<file path="config.mk">
export PLATFORM = sky130hd
export DESIGN_NAME = encoder_input_filter_flat
export DESIGN_NICKNAME = d
export VERILOG_FILES = /design/src/rtl/encoder_input_filter_if.sv /design/src/rtl/encoder_input_filter.sv /design/src/flat_wrapper.sv
export SDC_FILE = /design/constraint.sdc
export NUM_CORES = 1
export LEC_CHECK = 0
export CAP_MARGIN = 20
export CORE_MARGIN = 2
export CORE_UTILIZATION = 36
export CTS_BUF_LIST = sky130_fd_sc_hd__clkbuf_4 sky130_fd_sc_hd__clkbuf_8
export DETAILED_ROUTE_END_ITERATION = 10
export DONT_BUFFER_PORTS = 1
export PLACE_DENSITY = 0.5
export SYNTH_ARGS = -nofsm -noshare
export SYNTH_HDL_FRONTEND = slang
export SYNTH_SLANG_ARGS = --single-unit
export TNS_END_PERCENT = 1
</file>
<file path="constraint.sdc">
create_clock -name clk -period 3.61 [get_ports clk]
set_input_delay 0.5415 -clock clk [delete_from_list [all_inputs] [get_ports clk]]
set_output_delay 0.5415 -clock clk [all_outputs]
set_load 0.02 [all_outputs]
</file>
<file path="src/rtl/encoder_input_filter_if.sv">
// encoder_input_filter_if
//   Bundles the encoder pins, the filter configuration and the conditioned
//   outputs of encoder_input_filter.
//   Optional build macro: ENC_INDEX_EN adds the index channel signals.
//
//   enable      filter/monitor enable (synchroniser always runs)
//   filt_len    required stable cycles before an output changes (0 acts as 1)
//   clr_err     single-cycle clear of err_illegal, err_cnt, glitch_cnt
//   enc_a_raw   raw A pin, asynchronous
//   enc_b_raw   raw B pin, asynchronous
//   enc_a/b     filtered channel levels
//   edge_a/b    one-cycle pulse on the cycle enc_a/enc_b changes
//   err_illegal sticky flag: both channels changed on the same cycle
//   err_cnt     saturating illegal-transition count
//   glitch_cnt  saturating rejected-glitch count
//   enc_i_raw, enc_i, index_pulse  index channel (ENC_INDEX_EN only)
//
//   master: drives pins/config (system side), slave: the filter itself.

interface encoder_input_filter_if #(
   parameter int FLT_W = 8,
   parameter int ERR_W = 16
);
   logic             enable;
   logic [FLT_W-1:0] filt_len;
   logic             clr_err;
   logic             enc_a_raw;
   logic             enc_b_raw;
   logic             enc_a;
   logic             enc_b;
   logic             edge_a;
   logic             edge_b;
   logic             err_illegal;
   logic [ERR_W-1:0] err_cnt;
   logic [ERR_W-1:0] glitch_cnt;
`ifdef ENC_INDEX_EN
   logic             enc_i_raw;
   logic             enc_i;
   logic             index_pulse;

   modport master (
      output enable, filt_len, clr_err, enc_a_raw, enc_b_raw, enc_i_raw,
      input  enc_a, enc_b, edge_a, edge_b, err_illegal, err_cnt, glitch_cnt,
             enc_i, index_pulse
   );

   modport slave (
      input  enable, filt_len, clr_err, enc_a_raw, enc_b_raw, enc_i_raw,
      output enc_a, enc_b, edge_a, edge_b, err_illegal, err_cnt, glitch_cnt,
             enc_i, index_pulse
   );
`else
   modport master (
      output enable, filt_len, clr_err, enc_a_raw, enc_b_raw,
      input  enc_a, enc_b, edge_a, edge_b, err_illegal, err_cnt, glitch_cnt
   );

   modport slave (
      input  enable, filt_len, clr_err, enc_a_raw, enc_b_raw,
      output enc_a, enc_b, edge_a, edge_b, err_illegal, err_cnt, glitch_cnt
   );
`endif
endinterface

</file>
<file path="src/rtl/encoder_input_filter.sv">
// encoder_input_filter
//   Conditions quadrature encoder pins for the decoder core: synchronises
//   the raw pins into clk, rejects pulses shorter than filt_len cycles and
//   flags cycles where A and B change together.
//   Optional build macro: ENC_INDEX_EN adds a filtered index channel and
//   index_pulse (index rising while enc_a = enc_b = 1).
//
//   clk    system clock
//   reset  synchronous, active-high
//   bus    encoder_input_filter_if.slave (pins, config, filtered outputs)
//
//   Parameters: SYNC_STAGES (2..4) synchroniser depth, FLT_W filter length /
//   stability counter width, ERR_W error counter width.

module encoder_input_filter #(
   parameter int SYNC_STAGES = 2,
   parameter int FLT_W       = 8,
   parameter int ERR_W       = 16
) (
   input logic                  clk,
   input logic                  reset,
   encoder_input_filter_if.slave bus
);

   // Channels are handled as a small array: 0 = A, 1 = B, 2 = index.
`ifdef ENC_INDEX_EN
   localparam int NCH = 3;
`else
   localparam int NCH = 2;
`endif

   logic [NCH-1:0]         raw;
   logic [SYNC_STAGES-1:0] sync_q [NCH];
   logic [FLT_W-1:0]       cnt_q  [NCH];
   logic [NCH-1:0]         s;
   logic [NCH-1:0]         enc_q;
   logic [NCH-1:0]         enc_next;
   logic [NCH-1:0]         edge_q;
   logic [NCH-1:0]         diff;
   logic [NCH-1:0]         upd;
   logic [NCH-1:0]         abort;
   logic [FLT_W-1:0]       lm1;
   logic [1:0]             n_abort;
   logic                   illegal;
   logic                   err_q;
   logic [ERR_W-1:0]       err_cnt_q;
   logic [ERR_W-1:0]       glitch_cnt_q;
   logic [ERR_W-1:0]       err_base;
   logic [ERR_W-1:0]       glitch_base;
   logic [ERR_W-1:0]       err_cnt_next;
   logic [ERR_W-1:0]       glitch_cnt_next;
   logic [ERR_W:0]         err_sum;
   logic [ERR_W+1:0]       glitch_sum;

   assign raw[0] = bus.enc_a_raw;
   assign raw[1] = bus.enc_b_raw;
`ifdef ENC_INDEX_EN
   assign raw[2] = bus.enc_i_raw;
`endif

   always_comb begin
      s        = '0;
      diff     = '0;
      upd      = '0;
      abort    = '0;
      enc_next = enc_q;
      n_abort  = '0;
      // Terminal count is L-1 with L = max(filt_len,1).
      lm1 = (bus.filt_len == '0) ? '0 : bus.filt_len - FLT_W'(1);
      for (int c = 0; c < NCH; c++) begin
         s[c]    = sync_q[c][SYNC_STAGES-1];
         diff[c] = s[c] ^ enc_q[c];
         // ">=" rather than "==" so that shrinking filt_len mid-count
         // releases the output on the next differing edge.
         upd[c]   = bus.enable && diff[c] && (cnt_q[c] >= lm1);
         abort[c] = bus.enable && !diff[c] && (cnt_q[c] != '0);
         if (upd[c]) begin
            enc_next[c] = s[c];
         end
         n_abort = n_abort + 2'(abort[c]);
      end

      illegal = upd[0] & upd[1];

      // A clear on the same edge as a new event leaves only the new event.
      err_base     = bus.clr_err ? '0 : err_cnt_q;
      err_sum      = {1'b0, err_base} + (ERR_W+1)'(illegal);
      err_cnt_next = err_sum[ERR_W] ? '1 : err_sum[ERR_W-1:0];

      glitch_base     = bus.clr_err ? '0 : glitch_cnt_q;
      glitch_sum      = {2'b00, glitch_base} + (ERR_W+2)'(n_abort);
      glitch_cnt_next = (|glitch_sum[ERR_W+1:ERR_W]) ? '1 : glitch_sum[ERR_W-1:0];
   end

   always_ff @(posedge clk) begin
      if (reset) begin
         for (int c = 0; c < NCH; c++) begin
            sync_q[c] <= '0;
            cnt_q[c]  <= '0;
         end
         enc_q        <= '0;
         edge_q       <= '0;
         err_q        <= 1'b0;
         err_cnt_q    <= '0;
         glitch_cnt_q <= '0;
      end else begin
         for (int c = 0; c < NCH; c++) begin
            sync_q[c] <= {sync_q[c][SYNC_STAGES-2:0], raw[c]};
            if (!bus.enable || upd[c] || !diff[c]) begin
               cnt_q[c] <= '0;
            end else begin
               cnt_q[c] <= cnt_q[c] + FLT_W'(1);
            end
         end
         enc_q        <= enc_next;
         edge_q       <= upd;
         err_q        <= illegal | (err_q & ~bus.clr_err);
         err_cnt_q    <= err_cnt_next;
         glitch_cnt_q <= glitch_cnt_next;
      end
   end

   assign bus.enc_a       = enc_q[0];
   assign bus.enc_b       = enc_q[1];
   assign bus.edge_a      = edge_q[0];
   assign bus.edge_b      = edge_q[1];
   assign bus.err_illegal = err_q;
   assign bus.err_cnt     = err_cnt_q;
   assign bus.glitch_cnt  = glitch_cnt_q;

`ifdef ENC_INDEX_EN
   logic idx_q;

   // Qualify with the post-update A/B levels so the pulse lines up with
   // the cycle on which enc_i is first seen high.
   always_ff @(posedge clk) begin
      if (reset) begin
         idx_q <= 1'b0;
      end else begin
         idx_q <= upd[2] & s[2] & enc_next[0] & enc_next[1];
      end
   end

   assign bus.enc_i       = enc_q[2];
   assign bus.index_pulse = idx_q;
`endif

endmodule

</file>
<file path="src/flat_wrapper.sv">
// flat-port wrapper written by rule: the top's interface ports become plain ports
module encoder_input_filter_flat 
#(
   parameter int SYNC_STAGES = 2,
   parameter int FLT_W       = 8,
   parameter int ERR_W       = 16
)
  (clk, reset, bus_enable, bus_filt_len, bus_clr_err, bus_enc_a_raw, bus_enc_b_raw, bus_enc_a, bus_enc_b, bus_edge_a, bus_edge_b, bus_err_illegal, bus_err_cnt, bus_glitch_cnt);
  encoder_input_filter_if #(.FLT_W(FLT_W), .ERR_W(ERR_W)) bus_i ();
  input logic clk;
  input logic reset;
  input wire logic [$bits(bus_i.enable)-1:0] bus_enable;
  input wire logic [$bits(bus_i.filt_len)-1:0] bus_filt_len;
  input wire logic [$bits(bus_i.clr_err)-1:0] bus_clr_err;
  input wire logic [$bits(bus_i.enc_a_raw)-1:0] bus_enc_a_raw;
  input wire logic [$bits(bus_i.enc_b_raw)-1:0] bus_enc_b_raw;
  output wire logic [$bits(bus_i.enc_a)-1:0] bus_enc_a;
  output wire logic [$bits(bus_i.enc_b)-1:0] bus_enc_b;
  output wire logic [$bits(bus_i.edge_a)-1:0] bus_edge_a;
  output wire logic [$bits(bus_i.edge_b)-1:0] bus_edge_b;
  output wire logic [$bits(bus_i.err_illegal)-1:0] bus_err_illegal;
  output wire logic [$bits(bus_i.err_cnt)-1:0] bus_err_cnt;
  output wire logic [$bits(bus_i.glitch_cnt)-1:0] bus_glitch_cnt;
  assign bus_i.enable = bus_enable;
  assign bus_i.filt_len = bus_filt_len;
  assign bus_i.clr_err = bus_clr_err;
  assign bus_i.enc_a_raw = bus_enc_a_raw;
  assign bus_i.enc_b_raw = bus_enc_b_raw;
  assign bus_enc_a = bus_i.enc_a;
  assign bus_enc_b = bus_i.enc_b;
  assign bus_edge_a = bus_i.edge_a;
  assign bus_edge_b = bus_i.edge_b;
  assign bus_err_illegal = bus_i.err_illegal;
  assign bus_err_cnt = bus_i.err_cnt;
  assign bus_glitch_cnt = bus_i.glitch_cnt;
  encoder_input_filter #(.SYNC_STAGES(SYNC_STAGES), .FLT_W(FLT_W), .ERR_W(ERR_W)) u_core (.clk(clk), .reset(reset), .bus(bus_i));
endmodule
</file>
# After elaboration in Yosys (flattened, before gate mapping)
# Memories as Yosys holds them, arrays and structs flattened.
# Index checks and enable logic that the tools add are counted.
[totals]
ff_bits = 37
ram_bits = 20
in_bits = 14
output_inout_bits = 37
elab_cells = 73
n_memories = 2
[op_classes]
add_sub_neg = 6
n_lt_le_gt_ge = 2
muxes = 26
bitwise_logic = 12
reduce_logical = 19
[mem_list]
columns = ["name", "words", "word_bits", "read_ports", "rd_ports_with_merged_regs", "wr", "line", "source"]
rows = [
  ["u_core.cnt_q", 2, 8, 2, 0, 2, "encoder_input_filter.sv:34", "logic [FLT_W-1:0] cnt_q [NCH];"],
  ["u_core.sync_q", 2, 2, 2, 0, 2, "encoder_input_filter.sv:33", "logic [SYNC_STAGES-1:0] sync_q [NCH];"],
]
[op_table]
columns = ["operator", "n"]
rows = [
  ["two-way mux 16 bit", 4],
  ["two-way mux 8 bit", 5],
  ["adder 16 x 1 -> 17 bit", 1],
  ["adder 16 x 2 -> 17 bit", 1],
  ["adder 8 x 1 -> 8 bit, second input constant", 2],
  [">= comparator 8 bit", 2],
  ["nonzero test 8 bit", 2],
  ["two-way mux 1 bit", 15],
  ["logical AND 1 bit", 8],
  ["zero test 8 bit", 1],
  ["subtractor 8 x 1 -> 8 bit, second input constant", 1],
  ["OR 1 bit", 7],
  ["logical OR 1 bit", 4],
  ["two-way mux 2 bit", 2],
  ["zero test 1 bit", 3],
  ["adder 1 x 1 -> 2 bit", 1],
  ["bitwise AND 1 bit", 2],
  ["OR reduction 2 bit", 1],
  ["XOR 1 bit", 2],
  ["inverter 1 bit", 1],
]

# Depth between registers and ports, before layout
[logic_depth]
ltp_word = 11
ltp_mapped = 19
mapped_depth_nobuf = 18

# Worst setup path after synthesis
# No wires, ideal clock.
[synth_path]
path_kind = "input to register"
start = "input port bus_filt_len[3]"
end = "register u_core.err_cnt_q[12], in the netlist u_core.bus.err_cnt[12]"
setup_time_ns = 0.070
t_arrival_ns = 3.649
t_required_ns = 3.540
setup_slack_ns = -0.109
cell_stages = 18
path_buffers = 1
cell_sequence = "nor2_1 -> nand3_1 -> or4_1 -> nor3_1 -> a21oi_1 -> ha_1 -> nand4_1 -> a21oi_1 -> a21oi_2 -> nor3_1 -> nor3b_1 -> ha_1 -> nand2_1 -> nor3_2 -> and4_4 -> nand3_4 -> buf_6 -> a21oi_2"
[synth_between]
elab_chain_cells = 7
elab_cells_between_ends = 10
classes_between = "add/sub (2); order compare (2); mux (2); bitwise (1); reduce/logical (3)"
[synth_lines]
columns = ["item", "line", "source"]
rows = [
  ["from (decl)", "flat_wrapper.sv:13", "input wire logic [$bits(bus_i.filt_len)-1:0] bus_filt_len;"],
  ["subtractor 8 x 1 -> 8 bit / zero test 8 bit (equally long branches)", "encoder_input_filter.sv:69", "lm1 = (bus.filt_len == '0) ? '0 : bus.filt_len - FLT_W'(1);"],
  ["two-way mux 8 bit (*)", "encoder_input_filter.sv:69", ""],
  [">= comparator 8 bit", "encoder_input_filter.sv:75", "upd[c] = bus.enable && diff[c] && (cnt_q[c] >= lm1);"],
  ["logical AND 1 bit", "encoder_input_filter.sv:75", ""],
  ["bitwise AND 1 bit (*)", "encoder_input_filter.sv:83", "illegal = upd[0] & upd[1];"],
  ["adder 16 x 1 -> 17 bit (*)", "encoder_input_filter.sv:87", "err_sum = {1'b0, err_base} + (ERR_W+1)'(illegal);"],
  ["two-way mux 16 bit (*)", "encoder_input_filter.sv:88", "err_cnt_next = err_sum[ERR_W] ? '1 : err_sum[ERR_W-1:0];"],
  ["to (signal assigned)", "encoder_input_filter.sv:118", "err_cnt_q <= err_cnt_next;"],
  ["to (decl)", "encoder_input_filter.sv:46", "logic [ERR_W-1:0] err_cnt_q;"],
]
# Mark *: on every way between the ends. The rest lies on a longest branch, timed or not.
# A chain may end at the register's enable or synchronous reset.

# Worst setup path after layout
[layout_path]
start = "input port bus_filt_len[3]"
end = "register u_core.err_cnt_q[8], in the netlist u_core.bus.err_cnt[8]"
# Same word-level chain as after synthesis.

==> impl_metrics.yaml <==
global_routing:
  grt_usage: 0.158
  antenna_found_initial: 0
  overflow: 0
  grt_pass1_wl_um: 12500
  grt_pass1_vias: 2638
  grt_start_max_net_pins: 41
floorplanning:
  dieArea_um2: 10100
  pin_count: 51
  die_h_um: 100
  die_w_um: 100
  core.rowCount: 35
  start_util: 0.367
  core_area_um2: 9110
synth:
  synth_top_area_cell: "dfxtp_1"
  yosys.area.top_type_share: 0.246
  async_flop_share: 0
  yosys_warnings: 0
  syn_inst: 363
  synth.distinct_cells: 53
  synth_area_um2: 3340
  synth-seq-cells: 57
  synth_common_cells: "41 x dfxtp_1, 35 x nand2_1, 27 x a21oi_1"
  syn_area_per_cell_um2: 9.21
  synthFlopType: "dfxtp_1"
  seq_area_frac_synth: 0.389
  synth_most_common_cell: "dfxtp_1"
  synth-edff-count: 16
  synth_area_leaders: "dfxtp_1 25%, edfxtp_1 14%, ha_1 9.0%"
power:
  combPwrFrac: 0.077
  peakVddDrop_mv: 0.155
  p_int_w: 0.000994
  switching_power_w: 0.000326
  p_per_area_nw_per_um2: 339
  leakagePower_nw: 1.47
  power_frac_seq: 0.522
  switching_share: 0.247
  power_frac_clock: 0.401
placed_design:
  gp_congestion: 0.744
  dpl-instance-area_um2: 3600
  dp_hpwl_um: 5290
  port_buffers: 0
critical_path:
  cpPeakStageDelay_ps: 450
  crit_path_max_fanout: 7
  crit_chain: "nor2_4 > nand3_2 > or4_4 > nor3_4 > a21oi_2 > ha_1 > nand4_1 > a21oi_2 > a21oi_2 > nor3_2 > nor3b_4 > ha_2 > nand2_4 > nor3_4 > and4_4 > nand3_4 > clkbuf_16 > a21oi_2"
  crit_family: "simple AND/OR/NAND/NOR gates"
  crit_arrival_ps: 3750
  cp_data_required_time_ps: 3880
  critPathKind: "in2reg"
  path_buf_inv: 1
  crit_slowest_cell: "or4_4"
  worst_setup_path_end_kind: "register"
  start_kind: "input port"
  cp_common_cell: "a21oi_2"
final_layout:
  area_delta_synth_final_pct: 16.6
  drive_above_1_share: 0.185
  final_area_um2: 3900
  fin_util: 0.428
  diodes: 0
  fin_nets: 436
timing:
  fin_hold_ws_ps: 264
  slew_viol_final: 0
  max_freq_mhz: 288
  finalCritPeriodShare: 0.963
  clock_skew_ps: 13.9
  slew_headroom: 0.638
  tightest_slew_ps: 539
  min_period_ps: 3480
  finalHoldViolCount: 0
  setup_violations: 0
status:
  status: "finished clean"
drt:
  drt_iter0_drc: 70
  routedWlPerCell_um: 14.6
  dr.pass1.iters: 7
  routed_wl_um: 7450
  antenna_left: 0
  drc: 0
  vias: 2612
  viasPerCell: 5.10
cts:
  cts_buffers: 9
  htree_levels: 3
  clockBufferDepth: 2
  cts_tree: "yes"
  cts.clk_slew.worst_paths_ps: 60
  clock_latency_ps: 340
  cts_root_buf: "clkbuf_8"
  ctsHoldBuffers: 0
  numClockSinks: 57
worst_hold_path:
  hold_class: "in2reg"
run:
  cap_violations: 0
per-stage QoR:
stage | setup TNS, ps | worst slack (ps) | cells | power (W)
CTS | 0 | 76.2 | 508 | 0.00134
global route | -523 | -59.3 | 512 | 0.00139
global placement | -2160 | -195 | 493 | 0.000800
detailed placement | -3120 | -260 | 493 | 0.000802
finish | 0 | 134 | 512 | 0.00132
floorplan | -279 | -28.4 | 378 | 0.000782
cells by family after synthesis:
logic type	after synthesis	synth area share
AOI/OAI and AO/OA	63	0.121
xor gates and xnor gates	38	0.0996
adders and majority gates	25	0.0958
buffers and inverters	27	0.0356
DFF	57	0.389
muxes	1	0.00300
other	1	0.00112
and+or+nand+nor	151	0.254
cell usage in the layout (no fill, tap or decap), types with 5 or more instances in the layout:
cell	count
buf_4	16
a21oi_1	24
edfxtp_1	16
xnor2_1	20
nand2b_1	6
nor2b_1	13
dfxtp_1	41
xor2_1	18
nor3_1	13
a21oi_2	15
ha_1	23
o21ai_0	5
and3_1	6
nand2_1	34
nand4_1	5
o22ai_1	5
inv_1	15
clkbuf_8	10
nor2_1	24
nand3_1	16
conb_1	16
what timing repair did:
action,CTS,global route
buffers inserted,0,3
resized for setup,0,18
hold endpoints to repair,0,0
endpoints found under the setup margin,0,16
path summary, 6_finish.rpt:
kind                            start                       end  slack, ps  depth (start not counted)
hold / removal                  reset     u_core.bus.err_cnt[5]        260                          1
setup reg to reg   u_core.cnt_q[0][0]  u_core.bus.glitch_cnt[9]        600                         11
setup / recovery      bus_filt_len[3]     u_core.bus.err_cnt[8]        130                         18
hold reg to reg   u_core.sync_q[0][2]       u_core.sync_q[0][3]        440                          1
power by group through the flow:
stage,clock [W],sequential [W],combinational (W)
finish,0.000529,0.000688,0.000102
global route,0.000583,0.000690,0.000120
detailed placement,0,0.000703,0.0000986
floorplan,0,0.000698,0.0000840
CTS,0.000554,0.000689,0.0000992
global placement,0,0.000703,0.0000974
cell type report:
cell class / count / area [um2]
fill: 941 / 5210
timing repair buffer: 19 / 176
clock inverter: 3 / 16.3
tap: 111 / 139
clock buffer: 12 / 153
inverter: 16 / 60.1
sequential: 57 / 1300
multi-input combinational: 294 / 2050
sequential cells by signal, indices dropped and copies added (netlist names):
name                    flops
u_core.bus.err_cnt         16
u_core.bus.glitch_cnt      16
u_core.cnt_q               16
u_core.sync_q               4
u_core.edge_q               2
u_core.enc_q                2
u_core.bus.err_illegal      1
routing by layer:
metal,wire [um],part of all wire,vias to the layer above,global-route usage
met5,0,0,-,0
met2,3610,0.48,51,0.255
met3,390,0.052,6,0.0564
met1,3400,0.46,1226,0.200
li1,-,-,1329,-
met4,53,0.0071,0,0.0474
worst reg2reg max path: cells and delay by family, from the launching register on:
kind	cells	cell delay [ps]
simple gates	5	1140
fa+ha+maj	3	890
flops	1	450
compound gates	2	290
buf+inv	1	130
Power figures use the tool's default switching activity.
